**src/rtl/mul_div_unit_if.sv**
```systemverilog
// Request/response bundle between the register-file read/write ports and mul_div_unit.
// The master drives the request; the slave (the unit) returns the writeback.
interface mul_div_unit_if #(parameter int XLEN = 64);
    logic            start;
    logic [2:0]      op;
    logic [XLEN-1:0] rs1_val;
    logic [XLEN-1:0] rs2_val;
    logic [4:0]      rd_in;
    logic            busy;
    logic            done;
    logic [XLEN-1:0] WriteData;
    logic [4:0]      rd;
    logic            RegWrite;

    modport master (
        output start, op, rs1_val, rs2_val, rd_in,
        input  busy, done, WriteData, rd, RegWrite
    );
    modport slave (
        input  start, op, rs1_val, rs2_val, rd_in,
        output busy, done, WriteData, rd, RegWrite
    );
endinterface

```
**src/rtl/mul_div_unit.sv**
```systemverilog
// Iterative RV64M multiply/divide: 64 shift-add or restoring-divide steps on magnitudes,
// sign fix-up afterwards; divide-by-zero and signed overflow resolve without iterating.
module mul_div_unit (
    input  logic           clk,
    input  logic           reset,
    mul_div_unit_if.slave  bus
);
    localparam int XLEN = 64;

    typedef enum logic [1:0] {IDLE, CALC, FIX, DONE} state_t;

    state_t            state_q;
    logic [2:0]        op_q;
    logic              neg_q, rem_neg_q;
    logic [5:0]        cnt_q;
    logic [2*XLEN-1:0] acc_q;
    logic [XLEN-1:0]   opnd_q, res_q, wdata_q;
    logic [4:0]        rd_q, rd_o_q;
    logic              busy_q, done_q, regwr_q;

    // Request decode on the live inputs (only used on the accepting edge)
    logic            op_div, sa, sb, a_neg, b_neg, b_zero, ovf, special;
    logic [XLEN-1:0] mag_a, mag_b, spec_res;

    always_comb begin
        op_div  = bus.op[2];
        sa      = (bus.op == 3'b001) || (bus.op == 3'b010) || (bus.op == 3'b100) || (bus.op == 3'b110);
        sb      = (bus.op == 3'b001) || (bus.op == 3'b100) || (bus.op == 3'b110);
        a_neg   = sa && bus.rs1_val[XLEN-1];
        b_neg   = sb && bus.rs2_val[XLEN-1];
        mag_a   = a_neg ? -bus.rs1_val : bus.rs1_val;
        mag_b   = b_neg ? -bus.rs2_val : bus.rs2_val;
        b_zero  = (bus.rs2_val == '0);
        ovf     = ((bus.op == 3'b100) || (bus.op == 3'b110)) &&
                  (bus.rs1_val == {1'b1, {(XLEN-1){1'b0}}}) && (&bus.rs2_val);
        special = op_div && (b_zero || ovf);
        // op[1] distinguishes REM/REMU from DIV/DIVU
        if (b_zero) spec_res = bus.op[1] ? bus.rs1_val : '1;
        else        spec_res = bus.op[1] ? '0 : bus.rs1_val;
    end

    // One iteration step; acc_q holds {hi, lo} = {partial product, multiplier}
    // for multiply and {remainder, dividend/quotient} for divide.
    logic [XLEN:0]     mul_sum, rem_sh;
    logic              rem_ge;
    logic [XLEN-1:0]   rem_nx;
    logic [2*XLEN-1:0] mul_nxt, div_nxt;

    always_comb begin
        mul_sum = {1'b0, acc_q[2*XLEN-1:XLEN]} + {1'b0, opnd_q};
        mul_nxt = acc_q[0] ? {mul_sum, acc_q[XLEN-1:1]} : {1'b0, acc_q[2*XLEN-1:1]};
        rem_sh  = {acc_q[2*XLEN-1:XLEN], acc_q[XLEN-1]};
        rem_ge  = rem_sh >= {1'b0, opnd_q};
        rem_nx  = rem_ge ? XLEN'(rem_sh - {1'b0, opnd_q}) : rem_sh[XLEN-1:0];
        div_nxt = {rem_nx, acc_q[XLEN-2:0], rem_ge};
    end

    logic [2*XLEN-1:0] prod;
    logic [XLEN-1:0]   quo, rem, fix_res;

    always_comb begin
        prod = neg_q     ? -acc_q                   : acc_q;
        quo  = neg_q     ? -acc_q[XLEN-1:0]         : acc_q[XLEN-1:0];
        rem  = rem_neg_q ? -acc_q[2*XLEN-1:XLEN]    : acc_q[2*XLEN-1:XLEN];
        case (op_q)
            3'b000:                 fix_res = prod[XLEN-1:0];
            3'b001, 3'b010, 3'b011: fix_res = prod[2*XLEN-1:XLEN];
            3'b100, 3'b101:         fix_res = quo;
            default:                fix_res = rem;
        endcase
    end

    always_ff @(posedge clk or posedge reset) begin
        if (reset) begin
            state_q   <= IDLE;
            op_q      <= '0;
            neg_q     <= 1'b0;
            rem_neg_q <= 1'b0;
            cnt_q     <= '0;
            acc_q     <= '0;
            opnd_q    <= '0;
            res_q     <= '0;
            rd_q      <= '0;
            wdata_q   <= '0;
            rd_o_q    <= '0;
            busy_q    <= 1'b0;
            done_q    <= 1'b0;
            regwr_q   <= 1'b0;
        end else begin
            busy_q  <= (state_q != IDLE);
            done_q  <= (state_q == DONE);
            regwr_q <= (state_q == DONE) && (rd_q != '0);
            if (state_q == DONE) begin
                wdata_q <= res_q;
                rd_o_q  <= rd_q;
            end
            case (state_q)
                IDLE: if (bus.start) begin
                    op_q      <= bus.op;
                    rd_q      <= bus.rd_in;
                    neg_q     <= a_neg ^ b_neg;
                    rem_neg_q <= a_neg;
                    opnd_q    <= op_div ? mag_b : mag_a;
                    acc_q     <= {{XLEN{1'b0}}, (op_div ? mag_a : mag_b)};
                    if (special) begin
                        res_q   <= spec_res;
                        state_q <= DONE;
                    end else begin
                        cnt_q   <= 6'd63;
                        state_q <= CALC;
                    end
                end
                CALC: begin
                    acc_q <= op_q[2] ? div_nxt : mul_nxt;
                    cnt_q <= cnt_q - 6'd1;
                    if (cnt_q == '0) state_q <= FIX;
                end
                FIX: begin
                    res_q   <= fix_res;
                    state_q <= DONE;
                end
                default: state_q <= IDLE;
            endcase
        end
    end

    assign bus.busy      = busy_q;
    assign bus.done      = done_q;
    assign bus.WriteData = wdata_q;
    assign bus.rd        = rd_o_q;
    assign bus.RegWrite  = regwr_q;
endmodule

```
**src/flat_wrapper.sv**
```systemverilog
// flat-port wrapper written by rule: the top's interface ports become plain ports
module mul_div_unit_flat 
  (clk, reset, bus_start, bus_op, bus_rs1_val, bus_rs2_val, bus_rd_in, bus_busy, bus_done, bus_WriteData, bus_rd, bus_RegWrite);
  mul_div_unit_if bus_i ();
  input  logic clk;
  input  logic reset;
  input wire logic [$bits(bus_i.start)-1:0] bus_start;
  input wire logic [$bits(bus_i.op)-1:0] bus_op;
  input wire logic [$bits(bus_i.rs1_val)-1:0] bus_rs1_val;
  input wire logic [$bits(bus_i.rs2_val)-1:0] bus_rs2_val;
  input wire logic [$bits(bus_i.rd_in)-1:0] bus_rd_in;
  output wire logic [$bits(bus_i.busy)-1:0] bus_busy;
  output wire logic [$bits(bus_i.done)-1:0] bus_done;
  output wire logic [$bits(bus_i.WriteData)-1:0] bus_WriteData;
  output wire logic [$bits(bus_i.rd)-1:0] bus_rd;
  output wire logic [$bits(bus_i.RegWrite)-1:0] bus_RegWrite;
  assign bus_i.start = bus_start;
  assign bus_i.op = bus_op;
  assign bus_i.rs1_val = bus_rs1_val;
  assign bus_i.rs2_val = bus_rs2_val;
  assign bus_i.rd_in = bus_rd_in;
  assign bus_busy = bus_i.busy;
  assign bus_done = bus_i.done;
  assign bus_WriteData = bus_i.WriteData;
  assign bus_rd = bus_i.rd;
  assign bus_RegWrite = bus_i.RegWrite;
  mul_div_unit u_core (.clk(clk), .reset(reset), .bus(bus_i));
endmodule
```
**config.mk**
```make
export PLATFORM = sky130hd
export DESIGN_NAME = mul_div_unit_flat
export DESIGN_NICKNAME = d
export VERILOG_FILES = /design/src/rtl/mul_div_unit_if.sv /design/src/rtl/mul_div_unit.sv /design/src/flat_wrapper.sv
export SDC_FILE = /design/constraint.sdc
export NUM_CORES = 2
export LEC_CHECK = 0
export ABC_CLOCK_PERIOD_IN_PS = 31100
export CORE_MARGIN = 2
export CORE_UTILIZATION = 30
export DETAILED_ROUTE_END_ITERATION = 10
export HOLD_SLACK_MARGIN = 0.03
export MAX_ROUTING_LAYER = met4
export RECOVER_POWER = 50
export SLEW_MARGIN = 10
export SYNTH_ARGS = -nofsm -noshare
export SYNTH_HDL_FRONTEND = slang
export SYNTH_SLANG_ARGS = --single-unit
```
**constraint.sdc**
```tcl
create_clock -name clk -period 31.1 [get_ports clk]
set_clock_uncertainty 0.15 [all_clocks]
set_input_delay 9.33 -clock clk [delete_from_list [all_inputs] [get_ports clk]]
set_output_delay 9.33 -clock clk [all_outputs]
set_load 0.02 [all_outputs]
```
* Word-level counts from Yosys, hierarchy flattened
Cells that the tools add are included.
** Operators by class
- Add/subtract/negate cells :: 8
- $lt $le $gt $ge :: 1
- Equal/unequal tests :: 17
- Muxes and demuxes :: 26
- Bitwise operators :: 1
- Reductions and logical operators :: 29
** Operator list (number)
- $mux 64 :: 12
- $mux 128 :: 4
- $neg 64->64 :: 4
- $pmux 128 s2 :: 1
- $pmux 64 s3 :: 1
- $neg 128->128 :: 1
- $pmux 64 s2 :: 1
- $add 64x64->65 :: 1
- $ge 65x64->1 :: 1
- $eq 64x64->1 const B :: 1
- $logic_not 64->1 :: 1
- $reduce_and 64->1 :: 1
- $sub 64x64->64 :: 1
- $eq 3x3->1 const B :: 4
- $mux 6 :: 2
- $pmux 6 s2 :: 1
- $eq 3x2->1 const B :: 3
- $logic_or 1x1->1 :: 7
- $eq 3x1->1 const B :: 2
- $logic_and 1x1->1 :: 6
- $logic_not 6->1 :: 1
- $mux 2 :: 3
- $pmux 2 s3 :: 1
- $reduce_and 2->1 :: 3
- 13 further kinds :: 19
** Storage, ports and cells
- Bits in registers :: 346
- Input port bits :: 139
- Output and inout bits :: 72
- Logic and storage cells :: 96

* Longest topological paths before layout
- Depth in word-level cells :: 9
- Gate-level depth with buffers :: 17
- Depth with buffers taken out :: 15

* Worst setup path before layout
No wires, ideal clock.
- Path kind :: input to register
- Start point :: input bus_rs2_val[46]
- End point :: register u_core.res_q[0]
- Setup time :: 0.136 ns
- Arrival :: 12.480 ns
- Required time :: 30.814 ns
- Slack :: 18.334 ns
- Cell stages on the path :: 15
- Buffers on the path :: 4
- Path through :: or4_1 or4_1 or3_1 or4_1 clkbuf_1 nor3_2 a21oi_1 nor2_1 nand3_1 a21boi_1 buf_2 buf_2 clkbuf_1 nand2_1 o21ai_0
** Between the ends
- Word-level cells in the longest chain between the ends :: 6
** Ends and longest elaborated chain
- from (decl) :: line flat_wrapper.sv:10 : input wire logic [$bits(bus_i.rs2_val)-1:0] bus_rs2_val;
- $reduce_and 64->1 :: line mul_div_unit.sv:35 : (bus.rs1_val == {1'b1, {(XLEN-1){1'b0}}}) && (&bus.rs2_val);
- $logic_and 1x1->1 :: line mul_div_unit.sv:35
- $logic_or 1x1->1 :: line mul_div_unit.sv:36 : special = op_div && (b_zero || ovf);
- $logic_and 1x1->1 :: line mul_div_unit.sv:36
- $ne 2x1->1 (no source line)
- $reduce_and 3->1 (no source line)
- to (signal assigned) :: line mul_div_unit.sv:106 : res_q <= spec_res;
- to (signal assigned) :: line mul_div_unit.sv:119 : res_q <= fix_res;
- to (decl) :: line mul_div_unit.sv:17 : logic [XLEN-1:0] opnd_q, res_q, wdata_q;
Several ways; a longest one is shown, not always the timed one. The select of a mux whose other input is x is not followed.
A chain may end at the register's enable or synchronous reset.

==> run summary <==
drt first pass iters = 6
register area share after synthesis = 25.6%
Worst Hold Class = flop to flop
Starting Density = 30.1%
Post-CTS Setup Repair Bufs = 0
worst reg2reg setup slack = 24.71 ns
#FFs+latches synth = 346
HPWL after DPL = 124 mm
max cap viols = 8
grt ovf = 0
Switch Pwr = 0.00236 W
WP data required = 31.59 ns
CP Launch Type = input port
Mapped Nets = 4715
FF-to-FF Start = u_core.acc_q[66]
Port Buffers = 210
Setup TNS = 0 ns
CP Capture Type = async pin
register area = 8670 µm²
number of enable flip-flop cells after synthesis = 0
Reg power frac = 21.7%
pre-CTS WS = 16.56 ns
largest net degree at the start of global routing = 125
clk root buf = clkbuf_16
post-CTS resize count = 0
Detailed Route WL = 161 mm
row count = 123
reg2reg end = u_core.acc_q[122]
worst slew pin tran = 5.53 ns
CTS tree = done
finished layout cell area = 38600 µm²
failing checks = capacitance limit, slew limit
vias in the first global route = 32800
clock sinks = 346
Bufs on Longest Clock Path = 3
CP max stage cell = clkinvlp_2
combinational power share = 65.9%
most common cell after layout, fill and taps aside = nand2_1
Max Freq = 58.0 MHz
Layout area overhead = 14.2%
Post-Syn Area per Cell = 7.63 µm²
drc violations = 0
Synth cell types = 81
Async S/R FF share, synth = 100%
crit path time final = 17.23 ns
Clock transition at path regs = 0.06 ns
Die Wd = 340 µm
commonest cells after routing, fill and taps aside = nand2_1, a21oi_1, o21ai_0
crit path from = reset
critical path class = input port to async pin
Cell Area, Synth = 33800 µm²
GRT Util Overall = 27.7%
endpoints failing hold = 0
WP depth = 5
synth warn = 0
Post-DRT Antenna Nets = 0
RSZ-0062 raised after global routing = false
crit-path max FO = 121
global placer's final weighted congestion = 1.04
pwr/cell area = 113 nW/µm²
CP endpoint = u_core.opnd_q[37]
Avg WL per Cell = 27.1 µm
Critical Path, Cell by Cell = dlygate4sd3_1 -> clkinvlp_2 -> clkbuf_1 -> buf_4 -> buf_4
core area = 112000 µm²
final net count = 4695
period utilisation layout = 55.4%
switching fraction of total power = 54.1%
min setup slack post-route = 13.87 ns
num ports = 211
Filler cells = 11800
VDD IR max = 0.0805 mV
P_leak = 15.3 nW
clock power share = 12.5%
post-synth top area cell = dfrtp_1
status = complete, but fails checks
normalized max-slew margin = -271%
# setup viols final = 0
Worst path top cell family by delay = buffers and inverters
Num CTS Buffers = 44
Die Ht = 340 µm
first-pass GRT wire length = 233 mm
full die area = 115000 µm²
critical path's largest stage delay = 3.03 ns
internal power = 0.00200 W
Starting DRT DRC Count = 4412
clk_lat worst skew = 0.60 ns
Multi-input gate area = 23400 µm²
H-tree levels = 2
Hold-fix buffers, CTS = 0
main area contributors after synthesis = dfrtp_1, a21oi_1, o21ai_0, nand2_1, ha_1
layout cells sized above 1 = 7.07%
initial antenna violation count = 5
Vias/cell = 6.03
WP data arrival = 17.71 ns
Most common cell on crit path = buf_4
DR vias = 35900
Slew Limit Fails = 495
DP Area = 37200 µm²
post-synth top area share = 25.6%
Post-Syn Instances = 4434
worst path bufs/invs = 5
predominant post-synthesis flop cell = dfrtp_1
FF-to-FF path depth = 13
[registers in the layout, summed over array words and instances (netlist names)]
register and cells:
u_core.acc_q 128, u_core.rem_neg_q 1, u_core.bus.WriteData 64, u_core.op_q 3
u_core.rd_q 5, u_core.res_q 64, u_core.neg_q 1, u_core.bus.busy 1
u_core.state_q 2, u_core.opnd_q 64, u_core.cnt_q 6, u_core.bus.rd 5
u_core.bus.done 1, u_core.bus.RegWrite 1
[stage by stage]
| step | power (W) | hold WS (ns) | std cells | util [%] |
|---|---|---|---|---|
| CTS | 0.00430 | 0.334 | 5944 | 34.4 |
| floorplan | 0.00278 | 0.288 | 4434 | - |
| detailed placement | 0.00375 | 0.322 | 5868 | 33.1 |
| global placement | 0.00374 | 0.321 | 5868 | 33.1 |
| finish | 0.00436 | 0.332 | 5947 | 34.4 |
| global route | 0.00462 | 0.362 | 5947 | 34.4 |
[worst register-to-register path, stage by stage, from the launching register on]
cell and delay [ns]:
dfrtp_1 0.58, ha_1 0.49, nand3_1 0.12, o21bai_1 0.23, a211oi_1 0.32, o31ai_1 0.16, a211oi_1 0.73, a31oi_1 0.26
buf_4 0.24, o31ai_1 0.79, a221o_2 0.88, nand2_1 0.65, o221ai_1 0.52, a2bb2oi_1 0.12
[worst min path at each step]
stage / slack, ns / cells after the start / from / to
6_report: 0.33 / 2 / u_core.res_q[17] / u_core.res_q[17]
5_1_grt: 0.36 / 2 / u_core.res_q[23] / u_core.res_q[23]
4_1_cts: 0.33 / 2 / u_core.res_q[11] / u_core.res_q[11]
3_5_place_dp: 0.32 / 2 / u_core.res_q[17] / u_core.res_q[17]
3_3_place_gp: 0.32 / 2 / u_core.res_q[43] / u_core.res_q[43]
2_1_floorplan: 0.29 / 2 / u_core.res_q[22] / u_core.res_q[22]
[synth_stat cells (all sizes together) (19+ instances only)]
library cell,instances
nand2,484
a21oi,431
o21ai,388
nor2,353
dfrtp,346
clkbuf,311
xnor2,195
xor2,193
ha,140
inv,138
mux2,117
nor3,112
o211ai,82
nand3,77
a21o,76
mux2i,70
o31ai,68
nand4,61
or3,60
a211oi,58
maj3,57
or4,47
nor4,45
buf,44
o221ai,44
a31oi,38
o22ai,35
nand2b,32
o41ai,30
a32o,25
o21bai,22
a22o,20
nor2b,19
[routing by layer]
| metal | track usage (%) | up-vias | part of all wire, % |
|---|---|---|---|
| li1 | - | 16200 | - |
| met1 | 36.2 | 17400 | 42 |
| met2 | 41.1 | 1908 | 43 |
| met3 | 3.88 | 400 | 8.5 |
| met4 | 15.1 | 0 | 6.7 |
| met5 | - | - | 0 |
[layout make-up]
class                      instances  area share [%]
tap                             1500            4.86
timing repair buffer             289            6.96
antenna                            3          0.0194
clock inverter                    19           0.622
inverter                         140            1.36
multi-input combinational       3593            60.5
sequential                       346            22.5
clock buffer                      57            3.19
[logic make-up after synthesis]
| kind of cell | after synthesis | share of synthesized area (%) |
|---|---|---|
| flops | 346 | 25.6 |
| fa+ha+maj | 199 | 6.99 |
| xor+xnor | 388 | 10.1 |
| simple gates | 1364 | 18.7 |
| compound gates | 1455 | 27.1 |
| mux | 187 | 5.97 |
| buf+inv | 495 | 5.58 |
[power groups by stage]
| stage | combinational (W) | sequential, W | clock, W |
|---|---|---|---|
| finish | 0.00287 | 0.000944 | 0.000544 |
| global route | 0.00310 | 0.000958 | 0.000567 |
| CTS | 0.00282 | 0.000934 | 0.000549 |
| detailed placement | 0.00281 | 0.000942 | 0 |
| global placement | 0.00280 | 0.000938 | 0 |
| floorplan | 0.00197 | 0.000815 | 0 |
Power figures use the tool's default switching activity.
